### config.mk
export PLATFORM = sky130hd
export DESIGN_NAME = seg_scan_mux
export DESIGN_NICKNAME = d
export VERILOG_FILES = /design/src/rtl/seg_pkg.sv /design/src/rtl/seg_refresh_timer.sv /design/src/rtl/seg_scan_mux.sv
export SDC_FILE = /design/constraint.sdc
export NUM_CORES = 1
export LEC_CHECK = 0
export ABC_AREA = 1
export BUFFER_PORTS_ARGS = -buffer_cell sky130_fd_sc_hd__buf_4
export CORE_MARGIN = 3
export CORE_UTILIZATION = 45
export DETAILED_ROUTE_END_ITERATION = 10
export PLACE_DENSITY = 0.69
export SYNTH_ARGS = -nofsm -noshare
export SYNTH_HDL_FRONTEND = slang
export SYNTH_SLANG_ARGS = --single-unit
### constraint.sdc
create_clock -name clk -period 1.8 [get_ports clk]
set_input_delay 0.54 -clock clk [delete_from_list [all_inputs] [get_ports clk]]
set_output_delay 0.54 -clock clk [all_outputs]
set_load 0.005 [all_outputs]
### src/rtl/seg_pkg.sv
// Shared constants and helpers for the 7-segment scan multiplexer.
package seg_pkg;

    localparam int MAX_DIGITS = 8;
    localparam int DIGIT_W    = 4;
    localparam int IDX_W      = 3;   // enough to address MAX_DIGITS digits

    // All anodes off (active-low).
    localparam logic [MAX_DIGITS-1:0] AN_OFF = '1;

    // Active-low one-hot anode pattern for the given digit index.
    function automatic logic [MAX_DIGITS-1:0] onehot_n(input logic [IDX_W-1:0] idx);
        logic [MAX_DIGITS-1:0] oh;
        oh      = '0;
        oh[idx] = 1'b1;
        return ~oh;
    endfunction

endpackage

### src/rtl/seg_refresh_timer.sv
// Refresh divider and digit index for the scan multiplexer.
// tick marks the last cycle of a digit slot; boundary marks the last
// cycle of the last digit slot, i.e. the end of a full frame.
module seg_refresh_timer
    import seg_pkg::*;
#(
    parameter int NUM_DIGITS  = 8,
    parameter int REFRESH_DIV = 50000
) (
    input  logic             clk,
    input  logic             rst_n,
    output logic             tick_o,
    output logic [IDX_W-1:0] idx_o,
    output logic             boundary_o
);

    localparam int                 DIV_W    = (REFRESH_DIV > 2) ? $clog2(REFRESH_DIV) : 1;
    localparam logic [DIV_W-1:0]   DIV_LAST = DIV_W'(REFRESH_DIV - 1);
    localparam logic [IDX_W-1:0]   IDX_LAST = IDX_W'(NUM_DIGITS - 1);

    logic [DIV_W-1:0] div_cnt_q, div_cnt_d;
    logic [IDX_W-1:0] idx_q, idx_d;

    // Divider wraps every REFRESH_DIV cycles; the digit index steps on each wrap.
    always_comb begin
        tick_o     = (div_cnt_q == DIV_LAST);
        boundary_o = tick_o && (idx_q == IDX_LAST);
        div_cnt_d  = tick_o ? '0 : div_cnt_q + DIV_W'(1);
        idx_d      = idx_q;
        if (tick_o) begin
            idx_d = (idx_q == IDX_LAST) ? '0 : idx_q + IDX_W'(1);
        end
    end

    // Counter state.
    always_ff @(posedge clk or negedge rst_n) begin
        if (!rst_n) begin
            div_cnt_q <= '0;
            idx_q     <= '0;
        end else begin
            div_cnt_q <= div_cnt_d;
            idx_q     <= idx_d;
        end
    end

    assign idx_o = idx_q;

endmodule

### src/rtl/seg_scan_mux.sv
// Time-multiplexed 7-segment scanner with tear-free word updates.
// A loaded word is parked in a pending register and only becomes visible
// at a frame boundary. Optional leading-zero blanking: SEG_LZ_BLANK_EN.
module seg_scan_mux
    import seg_pkg::*;
#(
    parameter int NUM_DIGITS  = 8,
    parameter int REFRESH_DIV = 50000
) (
    input  logic                          clk,
    input  logic                          rst_n,
    input  logic [DIGIT_W*NUM_DIGITS-1:0] value_in,
    input  logic                          load,
    input  logic [NUM_DIGITS-1:0]         dp_in,
    output logic [DIGIT_W-1:0]            nibble,
    output logic                          blank,
    output logic                          dp_n,
    output logic [NUM_DIGITS-1:0]         an_n,
    output logic                          frame_done
);

    localparam int               W        = DIGIT_W * NUM_DIGITS;
    localparam logic [IDX_W-1:0] IDX_LAST = IDX_W'(NUM_DIGITS - 1);

    logic             tick, boundary;
    logic [IDX_W-1:0] idx;

    seg_refresh_timer #(
        .NUM_DIGITS (NUM_DIGITS),
        .REFRESH_DIV(REFRESH_DIV)
    ) u_timer (
        .clk       (clk),
        .rst_n     (rst_n),
        .tick_o    (tick),
        .idx_o     (idx),
        .boundary_o(boundary)
    );

    logic [W-1:0]          disp_word_q, disp_word_d;
    logic [NUM_DIGITS-1:0] disp_dp_q, disp_dp_d;
    logic [W-1:0]          pend_word_q, pend_word_d;
    logic [NUM_DIGITS-1:0] pend_dp_q, pend_dp_d;
    logic                  pending_q, pending_d;

    logic [DIGIT_W-1:0]    nibble_q, nibble_d;
    logic                  blank_q, blank_d;
    logic                  dp_n_q, dp_n_d;
    logic [NUM_DIGITS-1:0] an_n_q, an_n_d;
    logic                  frame_done_q, frame_done_d;

    logic [MAX_DIGITS-1:0] an_full;
    logic [NUM_DIGITS-1:0] dp_sh;
`ifdef SEG_LZ_BLANK_EN
    logic [W-1:0]          upper;
`endif

    // Load/pending: loads park in pending; a boundary promotes pending, a load
    // landing exactly on the boundary bypasses pending and wins outright.
    always_comb begin
        disp_word_d = disp_word_q;
        disp_dp_d   = disp_dp_q;
        pend_word_d = pend_word_q;
        pend_dp_d   = pend_dp_q;
        pending_d   = pending_q;
        if (boundary) begin
            if (load) begin
                disp_word_d = value_in;
                disp_dp_d   = dp_in;
                pending_d   = 1'b0;
            end else if (pending_q) begin
                disp_word_d = pend_word_q;
                disp_dp_d   = pend_dp_q;
                pending_d   = 1'b0;
            end
        end else if (load) begin
            pend_word_d = value_in;
            pend_dp_d   = dp_in;
            pending_d   = 1'b1;
        end
    end

    // Display/pending state.
    always_ff @(posedge clk or negedge rst_n) begin
        if (!rst_n) begin
            disp_word_q <= '0;
            disp_dp_q   <= '0;
            pend_word_q <= '0;
            pend_dp_q   <= '0;
            pending_q   <= 1'b0;
        end else begin
            disp_word_q <= disp_word_d;
            disp_dp_q   <= disp_dp_d;
            pend_word_q <= pend_word_d;
            pend_dp_q   <= pend_dp_d;
            pending_q   <= pending_d;
        end
    end

    // Per-digit output selection from the current index and displayed word.
    always_comb begin
        an_full      = onehot_n(idx);
        an_n_d       = an_full[NUM_DIGITS-1:0];
        nibble_d     = DIGIT_W'(disp_word_q >> (DIGIT_W * idx));
        dp_sh        = disp_dp_q >> idx;
        dp_n_d       = ~dp_sh[0];
        frame_done_d = tick && (idx == IDX_LAST);
`ifdef SEG_LZ_BLANK_EN
        // Blank a digit when it and everything above it is zero; digit 0 always shows.
        upper        = disp_word_q >> (DIGIT_W * idx);
        blank_d      = (idx != '0) && (upper == '0);
`else
        blank_d      = 1'b0;
`endif
    end

    // Output registers: anode, nibble and dp all switch on the same edge.
    always_ff @(posedge clk or negedge rst_n) begin
        if (!rst_n) begin
            an_n_q       <= AN_OFF[NUM_DIGITS-1:0];
            nibble_q     <= '0;
            blank_q      <= 1'b1;
            dp_n_q       <= 1'b1;
            frame_done_q <= 1'b0;
        end else begin
            an_n_q       <= an_n_d;
            nibble_q     <= nibble_d;
            blank_q      <= blank_d;
            dp_n_q       <= dp_n_d;
            frame_done_q <= frame_done_d;
        end
    end

    assign an_n       = an_n_q;
    assign nibble     = nibble_q;
    assign blank      = blank_q;
    assign dp_n       = dp_n_q;
    assign frame_done = frame_done_q;

endmodule
==> Yosys cells after proc, flatten, opt, wreduce, memory -nomap -nowiden <==
Cells that the tools add are included.
{ "totals": {"out_inout_bits": 15, "word_cells": 39, "register_bits": 115, "inputBits": 43} }
{ "op_classes": {"shifts": 2, "n_addsub": 2, "n_bitwise": 3, "n_eq_ne": 2, "muxes": 10, "n_lt_le_gt_ge": 2, "reduce_logical": 6} }
{ "ops": {"columns": ["cell", "count"], "rows": [
  ["32-bit two-way mux", 2],
  ["32-bit by 5-bit >> shifter with 4-bit output", 1],
  ["16-bit by 1-bit adder with 16-bit output, second input constant", 1],
  ["16-bit equality test, second input constant", 1],
  ["16-bit two-way mux", 1],
  ["8-bit two-way mux", 2],
  ["8-bit NOT", 1],
  ["8-bit by 3-bit >> shifter with 1-bit output", 1],
  ["3-bit by 4-bit less-than comparator with 1-bit output, second input constant", 1],
  ["2-bit AND reduction", 2],
  ["2-bit nonzero test", 2],
  ["3-bit by 1-bit adder with 3-bit output, second input constant", 1],
  ["1-bit demux with 3-bit select", 1],
  ["3-bit equality test, second input constant", 1],
  ["3-bit by 1-bit >= comparator with 1-bit output, second input constant", 1],
  ["1-bit two-way mux", 3],
  ["3-bit two-way mux", 1],
  ["1-bit logical AND", 2],
  ["1-bit NOT", 2]
]} }

==> Logic depth before layout (Yosys ltp) <==
{ "logic_depth": {"ltp_word": 5, "ltp_mapped": 9, "mapped_depth_nobuf": 9} }

==> Modules after synthesis <==
From an unflattened synthesis, not the netlist that was laid out.
{ "unflattened": {"cells_unflattened": 698, "hier_area_um2": 5486.5} }
{ "modules_own_cells": {"columns": ["module", "instances", "seq_area_each_um2", "area_per_inst_um2", "cells_each"], "rows": [
  ["seg_scan_mux", 1, 2414.8, 4448.0, 564],
  ["seg_refresh_timer", 1, 475.5, 1038.5, 134]
]} }

==> Worst setup path before layout <==
OpenSTA, ideal clock, no wires.
{ "synth_path": {"path_type": "register -> register", "from": "register u_timer.idx_q[0], in the netlist u_timer.idx_o[0]", "to": "register pend_dp_q[6]", "period_less_slack_ns": 1.493, "path_stages_with_launch": 9, "arrival_ns": 1.376, "slack_ns": 0.307, "required_ns": 1.683, "n_path_buf": 2, "cell_sequence": "dfrtp_1 -> ha_1 -> ha_1 -> buf_1 -> nand3_2 -> nand2_2 -> buf_6 -> nand2_1 -> nand2_1"} }
{ "synth_between": {"elab_chain_cells": 4} }
{ "synth_rtl": {"columns": ["item", "line_no", "text"], "rows": [
  ["start: declaration", "seg_refresh_timer.sv:22", "logic [IDX_W-1:0] idx_q, idx_d;"],
  ["start signal: assignment", "seg_refresh_timer.sv:42", "idx_q <= idx_d;"],
  ["3-bit equality test", "seg_refresh_timer.sv:27", "boundary_o = tick_o && (idx_q == IDX_LAST);"],
  ["1-bit logical AND", "seg_refresh_timer.sv:27", null],
  ["1-bit NOT (no source line)", null, null],
  ["2-bit AND reduction (no source line)", null, null],
  ["end signal: assignment", "seg_scan_mux.sv:94", "pend_dp_q <= pend_dp_d;"],
  ["end: declaration", "seg_scan_mux.sv:42", "logic [NUM_DIGITS-1:0] pend_dp_q, pend_dp_d;"]
]} }
Every way passes these cells.
A chain may end at the register's enable or synchronous reset.

==> Final worst setup path <==
{ "layout_path": {"from": "register u_timer.div_cnt_q[0]", "to": "register pend_word_q[28]"} }
{ "layout_between": {"elab_chain_cells": 4} }
{ "layout_rtl": {"columns": ["item", "line_no", "text"], "rows": [
  ["start: declaration", "seg_refresh_timer.sv:21", "logic [DIV_W-1:0] div_cnt_q, div_cnt_d;"],
  ["start signal: assignment", "seg_refresh_timer.sv:41", "div_cnt_q <= div_cnt_d;"],
  ["16-bit equality test", "seg_refresh_timer.sv:26", "tick_o = (div_cnt_q == DIV_LAST);"],
  ["1-bit logical AND", "seg_refresh_timer.sv:27", null],
  ["1-bit NOT (no source line)", null, null],
  ["2-bit AND reduction (no source line)", null, null],
  ["end signal: assignment", "seg_scan_mux.sv:93", "pend_word_q <= pend_word_d;"],
  ["end: declaration", "seg_scan_mux.sv:41", "logic [W-1:0] pend_word_q, pend_word_d;"]
]} }
Every way passes these cells.

==> results <==
- The flow ran to the end, and the final reports show no timing, DRC or antenna violations.
- The floorplan step defined a core boundary enclosing 0.01171 mm2.
- The chip height is 116.7 um.
- Of all nets on the critical path, the largest fanout is 20.
- Dividing the final minimum period by the clock period gives 0.9284.
- On the worst path, the slowest cell contributes a delay of 360 ps.
- The number of placed instances, taps included, is 895.
- Global routing finished with a remaining overflow of 0.
- The number of detailed-routing iterations run before antenna repair is 7.
- The clock-pin slew of the registers on the worst-case setup and hold paths is 60 ps.
- The commonest register cell after synthesis is sky130_fd_sc_hd__dfrtp_1.
- The critical path is of the reg -> reg type.
- Synthesis handed over a netlist of 714 instances.
- The detailed router finished its first iteration with 371 violations.
- Setup repair after global routing left no endpoint under its margin.
- The number of standard-cell rows in the floorplan is 39.
- In this run the number of H-tree levels came out at 4.
- Power spread over the standard cell area amounts to 968.4 mW/mm2.
- In the layout the commonest cells are sky130_fd_sc_hd__nand2_1 (327), sky130_fd_sc_hd__dfrtp_1 (105), sky130_fd_sc_hd__buf_4 (75).
- Of the total power, the share spent switching nets is 0.2347.
- The number of hold-slack violations in the final timing report is 0.
- The share of the Yosys chip area taken by registers is 0.5237.
- Grouping stages by cell kind, the critical path spends the most delay in simple AND/OR/NAND/NOR gates.
- The synthesized netlist occupies a cell area of 0.005519 mm2.
- The tightest min-delay check is of the in -> async type.
- The data required time of the critical path is 2150 ps.
- The remaining antenna violation count is 0.
- The worst clock skew is 5.345 ps.
- The number of remaining DRC errors is 0.
- On the critical path, the stage with the largest delay is an instance of sky130_fd_sc_hd__dfrtp_1.
- The worst register-to-register path has a setup slack of 130 ps.
- After layout, the worst setup slack is 128.8 ps.
- Of the total power, the clock network draws 0.525.
- The most common cell after layout, fill and taps aside is sky130_fd_sc_hd__nand2_1.
- After filler insertion, the fill cell instance count of the layout stands at 1036.
- The count of input and output buffers is 57.
- The busiest layer in global routing is met2.
- A synthesized cell averages 7.730 um2.
- The number of antenna violations at the first check in global routing was 0.
- The net switching power is 1538 uW.
- The Yosys step of the flow raised 0 warnings.
- The share of cells above drive strength 1 is 0.1696.
- The floorplan step set the die width to 116.7 um.
- The net count of the finished layout is 817.
- The cell with the most instances on the worst path is sky130_fd_sc_hd__nand2_1.
- The sort of element at the end of the critical path is a flop.
- The final standard cell count with taps included and fillers excluded is 927.
- The tool flagged a number of max-cap violations equal to 0.
- The count of flip-flops with a built-in enable after synthesis is 0.
- The combinational share of power is 0.061.
- Of the total power, registers draw 0.414.
- The internal power is 5017 uW.
- The total routing usage reported by global routing is 0.2075.
- The signal on the critical path passes through ha_1, nand3_1, nor2_2, nand3_2, nand2_2, buf_4, nand2_1, nand2_1.
- Entering global routing, the biggest net connects 51 pins.
- The post-synth net total is 760.
- The TritonCTS clock tree is done.
- Adding up every negative setup slack in the final design gives 0 ps.
- Summing all placed instances gives a cell area of 0.006157 mm2.
- The via count of the first global-routing pass is 4519.
- The floorplan step defined a die boundary enclosing 0.01363 mm2.
- The number of unique standard cell types used by synthesis is 25.
- Summed over all cells, the static leakage comes to 0.003567 uW.
- The pre-CTS setup slack is 100.8 ps.
- The global-route track usage on met3 is 0.05803.
- From synthesis to final layout, the design area changed by 22.65%.
- The total wire length is 13100 um.
- The maximum vdd drop is 0.6950 mV.
- For this run, asynchronously set or reset flops after synthesis account for 1.000.
- After detailed routing, the average wire length per cell comes to 14.13 um.
- The max-slew violation count is 0.
- At the end of routability-driven placement, the weighted congestion stood at 0.8117.
- The critical path launch point type is a flop.
- The endpoint arrival time on the critical path is 2030 ps.
- The estimated wirelength of the detail-placed design is 9162 um.
- The starting density of the core is 0.4713.
- 58 I/O pins were placed.
- Together, buffers and inverters on the worst path number 1.
- The met1 global-route usage is 0.2962.
- The highest clock rate is 0.5984 GHz.
- For this run, global-route usage on met2 was measured as 0.3049.
- The insertion delay of the later-clocked pin in the worst-skew pair is 420 ps.
- The number of register bits inferred by synthesis is 115.
- The longest clock path from root to sink contains 2 buffers.
- The minimum clock period after layout is 1671 ps.
- Using the TritonRoute via totals, the vias-per-cell ratio works out to 5.160.
- The first global-routing pass estimated 21920 um of wire.
- The count of antenna diodes in the layout is 0.
- The finished cells cover 0.006769 mm2.
- Buffers inserted during clock tree synthesis total 17.
- The clock sink count is 115.
- The final number of setup-violating endpoints is 0.
- The tree is rooted in a sky130_fd_sc_hd__clkbuf_16.
- The total number of vias is 4783.
[flip-flops by register name (all words and copies together) (netlist names)]
name / count
an_n: 8
u_timer.idx_o: 3
frame_done: 1
pend_word_q: 32
pending_q: 1
u_timer.div_cnt_q: 16
blank: 1
dp_n: 1
disp_word_q: 32
pend_dp_q: 8
disp_dp_q: 8
nibble: 4
[cell usage after synthesis, types with 3 or more instances]
| cell | instances | area, um2 |
|---|---|---|
| sky130_fd_sc_hd__nand3_1 | 59 | 295.3 |
| sky130_fd_sc_hd__ha_1 | 3 | 37.54 |
| sky130_fd_sc_hd__a21oi_1 | 15 | 75.07 |
| sky130_fd_sc_hd__buf_1 | 5 | 18.77 |
| sky130_fd_sc_hd__buf_2 | 11 | 55.05 |
| sky130_fd_sc_hd__buf_6 | 4 | 45.04 |
| sky130_fd_sc_hd__buf_4 | 5 | 37.54 |
| sky130_fd_sc_hd__o21ai_0 | 7 | 35.03 |
| sky130_fd_sc_hd__nor2_2 | 4 | 25.02 |
| sky130_fd_sc_hd__clkbuf_1 | 18 | 67.56 |
| sky130_fd_sc_hd__inv_1 | 37 | 138.9 |
| sky130_fd_sc_hd__o22ai_1 | 10 | 62.56 |
| sky130_fd_sc_hd__nor3_1 | 5 | 25.02 |
| sky130_fd_sc_hd__nand4_1 | 43 | 269.0 |
| sky130_fd_sc_hd__dfstp_2 | 10 | 262.8 |
| sky130_fd_sc_hd__xor2_1 | 6 | 52.55 |
| sky130_fd_sc_hd__dfrtp_1 | 105 | 2628 |
| sky130_fd_sc_hd__nor2_1 | 33 | 123.9 |
| sky130_fd_sc_hd__nand2_1 | 327 | 1227 |
[layout make-up]
| type | instances | area (um2) | share of cell area |
|---|---|---|---|
| Clock buffer | 17 | 425.4 | 0.06285 |
| Clock inverter | 15 | 183.9 | 0.02717 |
| Inverter | 40 | 150.1 | 0.02218 |
| Multi-Input combinational cell | 516 | 2257 | 0.3335 |
| Sequential cell | 115 | 2890 | 0.4270 |
| Tap cell | 143 | 178.9 | 0.02643 |
| Timing Repair Buffer | 81 | 683.2 | 0.1009 |
[through the flow]
stage | utilization | power (uW) | hold slack [ps]
floorplan | - | 2946 | 244.4
global placement | 0.5257 | 3147 | 444.0
detailed placement | 0.5257 | 3160 | 454.4
CTS | 0.5778 | 6606 | 75.28
global route | 0.5780 | 6795 | 99.18
finish | 0.5780 | 6555 | 74.13
[repair_timing]
action	in CTS	in global routing
hold buffers	0	0
setup endpoints to repair	0	40
buffers inserted	0	0
gates resized for setup	0	1
[per-layer routing]
| layer | wire length (um) | up-vias |
|---|---|---|
| met5 | 0 | - |
| met4 | 155 | 0 |
| met3 | 691 | 13 |
| met2 | 6033 | 111 |
| met1 | 6215 | 2259 |
| li1 | - | 2400 |
[power by group through the flow]
| stage | combinational (uW) | clock (uW) | sequential [uW] |
|---|---|---|---|
| after floorplan | 200 | 0 | 2750 |
| after global placement | 396 | 0 | 2750 |
| after detailed placement | 406 | 0 | 2750 |
| after CTS | 407 | 3490 | 2710 |
| after global routing | 460 | 3610 | 2720 |
| final | 401 | 3440 | 2710 |
[cell families after synthesis]
family,Yosys count,synth area share
DFF,115,0.5237
buffers and inverters,83,0.06778
AOI/OAI and AO/OA,32,0.03128
and+or+nand+nor,474,0.3602
adders and majority gates,3,0.006802
other,1,0.0006795
xor gates and xnor gates,6,0.009522
[final timing paths]
kind	start	endpoint	cells after the start
worst max register to register	u_timer.div_cnt_q[0]	pend_word_q[28]	8
max in group asynchronous	rst_n	an_n[1]	2
worst max-delay path	u_timer.div_cnt_q[0]	pend_word_q[28]	8
min in group clk	dp_in[6]	pend_dp_q[6]	3
worst min-delay path	rst_n	u_timer.div_cnt_q[8]	1
worst min register to register	u_timer.div_cnt_q[0]	u_timer.div_cnt_q[0]	1
(Power assumes the default switching activity.)
